===== src/rtl/uart_rx_pkg.sv =====
// Shared UART receiver definitions: FSM state encoding, oversampling default
// and the 8N1 frame constants used by the receiver and its synchroniser.
package uart_rx_pkg;

  // Oversampling rate shared with the baud tick generator.
  localparam int OVERSAMPLE_DEF = 16;

  // 8N1 frame: 8 data bits, no parity, one stop bit.
  localparam int   FRAME_DATA_BITS = 8;
  localparam logic LINE_IDLE       = 1'b1;
  localparam logic START_LEVEL     = 1'b0;
  localparam logic STOP_LEVEL      = 1'b1;

  typedef enum logic [2:0] {
    ST_IDLE       = 3'd0,
    ST_START      = 3'd1,
    ST_DATA       = 3'd2,
    ST_STOP       = 3'd3,
    ST_BREAK_WAIT = 3'd4
  } rx_state_e;

endpackage


===== src/rtl/uart_sync.sv =====
// Multi-flop synchroniser for the asynchronous serial line. The chain resets
// to the line idle level so a reset never fabricates a start edge.
module uart_sync #(
  parameter int   STAGES  = 2,
  parameter logic RST_VAL = 1'b1
) (
  input  logic clk,
  input  logic rst,
  input  logic d,
  output logic q
);

  logic [STAGES-1:0] sync_q;
  logic [STAGES-1:0] sync_d;

  // Shift the raw input one stage further down the chain each clock.
  always_comb begin
    sync_d = {sync_q[STAGES-2:0], d};
  end

  // Synchroniser flops, reset to the idle line level.
  always_ff @(posedge clk) begin
    if (rst) begin
      sync_q <= {STAGES{RST_VAL}};
    end else begin
      sync_q <= sync_d;
    end
  end

  assign q = sync_q[STAGES-1];

endmodule


===== src/rtl/uart_rx.sv =====
// 16x-oversampling UART receiver. Qualifies the start bit at its middle,
// samples data bits mid-bit LSB first, checks the stop bit and hands each
// byte to the host through a valid/ready holding register.
module uart_rx
  import uart_rx_pkg::*;
#(
  parameter int DATA_BITS   = FRAME_DATA_BITS,
  parameter int OVERSAMPLE  = OVERSAMPLE_DEF,
  parameter int SYNC_STAGES = 2
) (
  input  logic                 clk,
  input  logic                 rst,
  input  logic                 rx_baud_tick,
  input  logic                 rx_serial,
  output logic [DATA_BITS-1:0] rx_data,
  output logic                 rx_valid,
  input  logic                 rx_ready,
  output logic                 rx_busy,
  output logic                 framing_err,
  output logic                 overrun_err
);

  localparam int TICK_W = $clog2(OVERSAMPLE);
  localparam int BIT_W  = $clog2(DATA_BITS);

  // Start bit is re-checked half a bit in; after that counter clears, every
  // full wrap of the counter lands in the middle of the next bit.
  localparam logic [TICK_W-1:0] MID_START = TICK_W'(OVERSAMPLE / 2 - 1);
  localparam logic [TICK_W-1:0] LAST_TICK = TICK_W'(OVERSAMPLE - 1);
  localparam logic [BIT_W-1:0]  LAST_BIT  = BIT_W'(DATA_BITS - 1);

  logic rx_s;

  rx_state_e            state_q,       state_d;
  logic [TICK_W-1:0]    tick_cnt_q,    tick_cnt_d;
  logic [BIT_W-1:0]     bit_cnt_q,     bit_cnt_d;
  logic [DATA_BITS-1:0] shift_q,       shift_d;
  logic [DATA_BITS-1:0] rx_data_q,     rx_data_d;
  logic                 rx_valid_q,    rx_valid_d;
  logic                 rx_busy_q,     rx_busy_d;
  logic                 framing_err_q, framing_err_d;
  logic                 overrun_err_q, overrun_err_d;
  logic                 byte_done;

  uart_sync #(
    .STAGES  (SYNC_STAGES),
    .RST_VAL (LINE_IDLE)
  ) u_sync (
    .clk (clk),
    .rst (rst),
    .d   (rx_serial),
    .q   (rx_s)
  );

  // Next-state logic for the frame FSM, counters and host-side register.
  always_comb begin
    state_d       = state_q;
    tick_cnt_d    = tick_cnt_q;
    bit_cnt_d     = bit_cnt_q;
    shift_d       = shift_q;
    rx_data_d     = rx_data_q;
    rx_valid_d    = rx_valid_q;
    framing_err_d = 1'b0;
    overrun_err_d = 1'b0;
    byte_done     = 1'b0;

    // The counter only moves on tick clocks and wraps on its own.
    if (rx_baud_tick && (state_q != ST_IDLE)) begin
      tick_cnt_d = tick_cnt_q + 1'b1;
    end

    case (state_q)
      ST_IDLE: begin
        if (rx_s == START_LEVEL) begin
          state_d    = ST_START;
          tick_cnt_d = '0;
        end
      end
      ST_START: begin
        if (rx_baud_tick && (tick_cnt_q == MID_START)) begin
          tick_cnt_d = '0;
          if (rx_s == START_LEVEL) begin
            state_d   = ST_DATA;
            bit_cnt_d = '0;
          end else begin
            // Line went back high before mid-bit: treat as a glitch.
            state_d = ST_IDLE;
          end
        end
      end
      ST_DATA: begin
        if (rx_baud_tick && (tick_cnt_q == LAST_TICK)) begin
          shift_d = {rx_s, shift_q[DATA_BITS-1:1]};
          if (bit_cnt_q == LAST_BIT) begin
            state_d   = ST_STOP;
            bit_cnt_d = '0;
          end else begin
            bit_cnt_d = bit_cnt_q + 1'b1;
          end
        end
      end
      ST_STOP: begin
        if (rx_baud_tick && (tick_cnt_q == LAST_TICK)) begin
          if (rx_s == STOP_LEVEL) begin
            byte_done = 1'b1;
            state_d   = ST_IDLE;
          end else begin
            framing_err_d = 1'b1;
            state_d       = ST_BREAK_WAIT;
          end
        end
      end
      ST_BREAK_WAIT: begin
        // Hold off until the line returns high so a break is not re-read
        // as a stream of frames.
        if (rx_s == LINE_IDLE) begin
          state_d = ST_IDLE;
        end
      end
      default: begin
        state_d = ST_IDLE;
      end
    endcase

    // Host handshake: an accept clears valid unless a new byte lands in
    // the same clock; a landing byte with no accept flags an overrun.
    if (rx_valid_q && rx_ready) begin
      rx_valid_d = 1'b0;
    end
    if (byte_done) begin
      rx_data_d     = shift_q;
      rx_valid_d    = 1'b1;
      overrun_err_d = rx_valid_q && !rx_ready;
    end

    rx_busy_d = (state_d != ST_IDLE);
  end

  // Control and output registers; reset abandons any frame in flight.
  always_ff @(posedge clk) begin
    if (rst) begin
      state_q       <= ST_IDLE;
      tick_cnt_q    <= '0;
      bit_cnt_q     <= '0;
      rx_data_q     <= '0;
      rx_valid_q    <= 1'b0;
      rx_busy_q     <= 1'b0;
      framing_err_q <= 1'b0;
      overrun_err_q <= 1'b0;
    end else begin
      state_q       <= state_d;
      tick_cnt_q    <= tick_cnt_d;
      bit_cnt_q     <= bit_cnt_d;
      rx_data_q     <= rx_data_d;
      rx_valid_q    <= rx_valid_d;
      rx_busy_q     <= rx_busy_d;
      framing_err_q <= framing_err_d;
      overrun_err_q <= overrun_err_d;
    end
  end

  // Payload shift register; its contents only matter once a frame completes.
  always_ff @(posedge clk) begin
    shift_q <= shift_d;
  end

  assign rx_data     = rx_data_q;
  assign rx_valid    = rx_valid_q;
  assign rx_busy     = rx_busy_q;
  assign framing_err = framing_err_q;
  assign overrun_err = overrun_err_q;

endmodule


===== config.mk =====
export PLATFORM = sky130hd
export DESIGN_NAME = uart_rx
export DESIGN_NICKNAME = d
export VERILOG_FILES = /design/src/rtl/uart_rx_pkg.sv /design/src/rtl/uart_sync.sv /design/src/rtl/uart_rx.sv
export SDC_FILE = /design/constraint.sdc
export NUM_CORES = 1
export LEC_CHECK = 0
export CAP_MARGIN = 15
export CORE_MARGIN = 3
export CORE_UTILIZATION = 50
export DETAILED_ROUTE_END_ITERATION = 10
export PLACE_DENSITY = 0.73
export SYNTH_ARGS = -nofsm -noshare
export SYNTH_HDL_FRONTEND = slang
export SYNTH_HIERARCHICAL = 1
export SYNTH_SLANG_ARGS = --single-unit

===== constraint.sdc =====
create_clock -name clk -period 2 [get_ports clk]
set_input_delay 0.2 -clock clk [delete_from_list [all_inputs] [get_ports clk]]
set_output_delay 0.2 -clock clk [all_outputs]
set_load 0.05 [all_outputs]

# Yosys cells after proc, flatten, opt, wreduce, memory -nomap -nowiden
# Cells that the tools add are included.
[word_totals] word_cells=64 regBits=32 inputBits=5 output_inout_bits=12
[op_classes] eq_ne=10 n_mux=24 bitwise=3 reduce_logical=15 add_sub_neg=2
[op_table] op="$mux 3" count=11
[op_table] op="$pmux 3 s5" count=1
[op_table] op="$mux 4" count=3
[op_table] op="$pmux 4 s2" count=1
[op_table] op="$eq 3x2->1 const B" count=2
[op_table] op="$eq 3x3->1 const B" count=2
[op_table] op="$mux 1" count=6
[op_table] op="$ne 2x2->1 const B" count=3
[op_table] op="$pmux 3 s2" count=1
[op_table] op="$reduce_bool 3->1" count=2
[op_table] op="$logic_and 1x1->1" count=5
[op_table] op="$add 4x1->4 const B" count=1
[op_table] op="$eq 4x3->1 const B" count=1
[op_table] op="$eq 4x4->1 const B" count=1
[op_table] op="$reduce_and 4->1" count=1
[op_table] op="$reduce_bool 2->1" count=2
[op_table] op="$add 3x1->3 const B" count=1
[op_table] op="$eq 3x1->1 const B" count=1
[op_table] op="$logic_not 3->1" count=1
[op_table] op="$not 1->1" count=3
[op_table] op="$reduce_or 3->1" count=1
[op_table] op="$mux 2" count=1
[op_table] op="$reduce_and 2->1" count=1
[op_table] op="$reduce_or 2->1" count=1
[op_table] op="$logic_not 1->1" count=1

# Depth between registers and ports, before layout
[logic_depth] word_depth=6 mapped_depth=6 ltp_nobuf=5

# By module
# The synthesis kept the hierarchy.
[by_module_without_submodules] module="uart_rx" cells_per_inst=119 seq_area_each_um2=680.7 n_inst=1 area_each_um2=1280.0
[by_module_without_submodules] module="uart_sync" cells_per_inst=4 seq_area_each_um2=40.0 n_inst=1 area_each_um2=52.6

# Worst setup path before layout
# Ideal clock, no wire load.
[synth_timing] path_type="reg-to-reg" from="register u_sync.sync_q[1]" to="register bit_cnt_q[1]" path_slack_ps=412 path_stages_with_launch=6 required_time_ps=1872 t_arrival_ps=1460 n_path_buf=1 period_less_slack_ps=1588 setup_ps=128 path_cell_list="dfxtp_1 > buf_6 > or4b_4 > a211oi_4 > mux2i_1 > nor2_1"
[synth_via] elab_chain_len=2
[synth_lines] item="from (decl)" line_no="uart_sync.sv:13" source="logic [STAGES-1:0] sync_q;"
[synth_lines] item="from (signal assigned)" line_no="uart_sync.sv:24" source="sync_q <= {STAGES{RST_VAL}};"
[synth_lines] item="from (signal assigned)" line_no="uart_sync.sv:26" source="sync_q <= sync_d;"
[synth_lines] item="$ne 2x2->1 (no line)"
[synth_lines] item="$reduce_and 4->1 (no line)"
[synth_lines] item="to (signal assigned)" line_no="uart_rx.sv:153" source="bit_cnt_q <= bit_cnt_d;"
[synth_lines] item="to (decl)" line_no="uart_rx.sv:36" source="logic [BIT_W-1:0] bit_cnt_q, bit_cnt_d;"
# Every way passes these cells.
# A chain may end at the register's enable or synchronous reset.

# Worst setup path in the final report
[layout_timing] from="register state_q[0]" to="register bit_cnt_q[1]"
[layout_via] elab_chain_len=3 elab_cells_between_ends=8 cone_classes="eq/ne (5); mux (1); reduce/logical (2)"
[layout_lines] item="from (decl)" line_no="uart_rx.sv:34" source="rx_state_e state_q, state_d;"
[layout_lines] item="from (signal assigned)" line_no="uart_rx.sv:151" source="state_q <= state_d;"
[layout_lines] item="$eq 3x1->1 / $eq 3x2->1 (equally long branches)" line_no="uart_rx.sv:72" source="case (state_q)"
[layout_lines] item="$ne 2x2->1 (no line) / $reduce_bool 2->1 (equally long branches)"
[layout_lines] item="$reduce_and 4->1 (no line)"
# Parallel ways exist; a longest one is shown, timed or not.

==> results.json <==
{
  "outcome": "finished, final reports clean",
  "layout.cells.non_filler": 175,
  "hold_buffers": 0,
  "vias": 961,
  "grt_pass1_vias": 922,
  "min_from": "u_sync/sync_q[0]",
  "period_needed_ns": 1.76,
  "synthTopCellsByArea": "dfxtp_1 36%, edfxtp_1 18%, mux2i_1 8.3%, nor2_1 4.5%, ha_1 2.8%",
  "cp.required_ns": 2.22,
  "layout.nets": 152,
  "r2r-start": "state_q[0]",
  "crit_start": "state_q[0]",
  "core_area_um2": 2500,
  "maxCapViolations": 0,
  "timing.fmax_mhz": 569,
  "synth_cell_types": 39,
  "tightest_slew_ns": 0.501,
  "hold_class": "flop to flop",
  "dpl.hpwl_um": 1710,
  "grt_pass1_wl_um": 4040,
  "drc": 0,
  "grt_overflow": 0,
  "multiInputGateArea_um2": 567,
  "dp_slack_ns": 0.260,
  "drt-total-wl_um": 2400,
  "cts.sinks": 32,
  "cts_root_buf": "clkbuf_4",
  "max_slew_margin_pct": 66.5,
  "pwr_density_cell_nw_per_um2": 735,
  "initial_utilization_pct": 53.3,
  "p_leak_nw": 0.645,
  "gp_congestion": 0.864,
  "yosysWarnings": 6,
  "synth-seq-cells": 32,
  "final_core_util_pct": 64.4,
  "synth_area_per_cell_um2": 10.8,
  "critPathLaunchType": "flop",
  "first_pass_iters": 4,
  "crit_path_end_kind": "flop",
  "die_h_um": 57.6,
  "portBuffers": 16,
  "area_delta_synth_final_pct": 20.8,
  "fin_crit_sh_pct": 87.8,
  "cts_buffers": 5,
  "rrSetupSlack_ns": 0.24,
  "die_w_um": 57.6,
  "setup_viol": 0,
  "final_antenna_net_count": 0,
  "cts.clk_slew.worst_paths_ns": 0.09,
  "peakVddDrop_mv": 0.571,
  "worst_ep_arrival_time_ns": 1.98,
  "drv_slew": 0,
  "track_usage_pct": 16.3,
  "diodes": 0,
  "via_per_inst": 5.49,
  "htreeDepth": 2,
  "grt_max_degree": 15,
  "cts_setup_buffers": 0,
  "fin_tns_setup_ns": 0,
  "yosysTopAreaCell": "dfxtp_1",
  "cp_cell_sequence": "or4b_4 > a211oi_4 > mux2i_1 > nor2_1",
  "row_count": 18,
  "cts_tree": "done",
  "skew_ns": 0.0146,
  "rsz0062_at_grt": "no",
  "slowest_stage": "or4b_4",
  "ctsResizeCount": 0,
  "drtIter0Drc": 27,
  "worst-setup-path-type": "flop to flop",
  "wl_per_cell_um": 13.7,
  "ys.flop_type": "dfxtp_1",
  "clk_latency_ns": 0.34,
  "synth_edf_count": 8,
  "pin_count": 17,
  "synth_top_area_share_pct": 36.1,
  "antenna_found_initial": 0,
  "worst-path-max-fanout": 10,
  "seq_area_frac_synth_pct": 54.1,
  "drive_above_1_share_pct": 11.0,
  "finalWorstSetupSlack_ns": 0.244,
  "syn_area_um2": 1330,
  "nFillCells": 199,
  "cts.path.max_buffers": 2,
  "holdWs_ns": 0.415,
  "timing.final.hold_violations": 0,
  "die-area_um2": 3320,
  "synth_fp_nets": 131,
  "seqCellArea_um2": 721,
  "syn_inst": 123,
  "synthArstFlopShare_pct": 0,
  "place_inst": 167,
  "critPathMaxStageDelay_ns": 0.52
}
cells by family after synthesis:
logic type / share of synthesized area, %
buffers and inverters: 3.38
adder cells (fa/ha/maj): 2.82
AND/OR/NAND/NOR: 19.7
XOR/XNOR: 2.63
multiplexers: 8.26
AO/OA/AOI/OAI: 9.11
flip-flops: 54.1
final timing paths:
kind | to | cells past startpoint
setup / recovery | bit_cnt_q[1] | 4
hold / removal | u_sync/sync_q[1] | 1
setup reg to reg | bit_cnt_q[1] | 4
hold reg to reg | u_sync/sync_q[1] | 1
layer usage:
metal  global-route usage, %  up-vias  share of wire, %
li1                        -      475                 -
met1                    18.5      459                45
met2                    25.5       21                47
met3                    7.57        6               5.2
met4                    8.94        0               2.8
met5                       0        -                 0
registers in the layout, summed over array words and instances, names as in the netlist:
name / cells
bit_cnt_q: 3
framing_err: 1
overrun_err: 1
rx_busy: 1
rx_data: 8
rx_valid: 1
shift_q: 8
state_q: 3
tick_cnt_q: 4
u_sync/sync_q: 2
per-stage QoR:
stage	power, mW	instance area, um^2
2_1_floorplan	0.710	1330
3_3_place_gp	0.725	1530
3_5_place_dp	0.727	1530
4_1_cts	1.20	1610
5_1_grt	1.23	1610
6_report	1.18	1610
synthesized netlist by cell type, types with 2 or more instances:
master	count
a21oi_1	6
and2_1	4
and3_1	2
buf_2	3
clkbuf_1	3
dfxtp_1	24
edfxtp_1	8
ha_1	3
mux2i_1	11
nand2_1	3
nand2b_1	3
nand3_1	2
nand3b_1	2
nand4_1	3
nor2_1	16
nor2b_1	2
o21ai_0	2
o22ai_1	2
or2_1	2
xnor2_1	2
xor2_1	2
cell type report:
| type | count | area share, % |
|---|---|---|
| flip-flops and latches | 32 | 44.8 |
| multi-input cells | 82 | 35.2 |
| repair buffers | 22 | 12.7 |
| clock buffers | 6 | 2.56 |
| well taps | 30 | 2.33 |
| clock inverters | 2 | 2.18 |
| inverters | 1 | 0.233 |
critical path, delay by kind of cell (launching register included):
kind / cells / cell delay [ns]
simple gates: 2 / 0.58
compound gates: 1 / 0.32
flops: 1 / 0.51
mux: 1 / 0.23
cells in the final DEF (no fill, tap or decap), drive strengths merged, types with 2 or more instances in the layout:
master         count
buf                6
edfxtp             8
nand4              3
o21ai              2
mux2i             11
nor2              16
a21oi              6
clkbuf             6
nand2              3
and2               4
and3               2
nand3b             2
xor2               2
dfxtp             24
nand2b             3
ha                 3
or2                3
o22ai              2
clkdlybuf4s50     16
xnor2              2
nor2b              2
nand3              2
where the power goes:
part,switching [mW],internal (mW)
Sequential,0.00465,0.664
Combinational,0.0226,0.0210
Clock,0.210,0.262
Power figures use the tool's default switching activity.
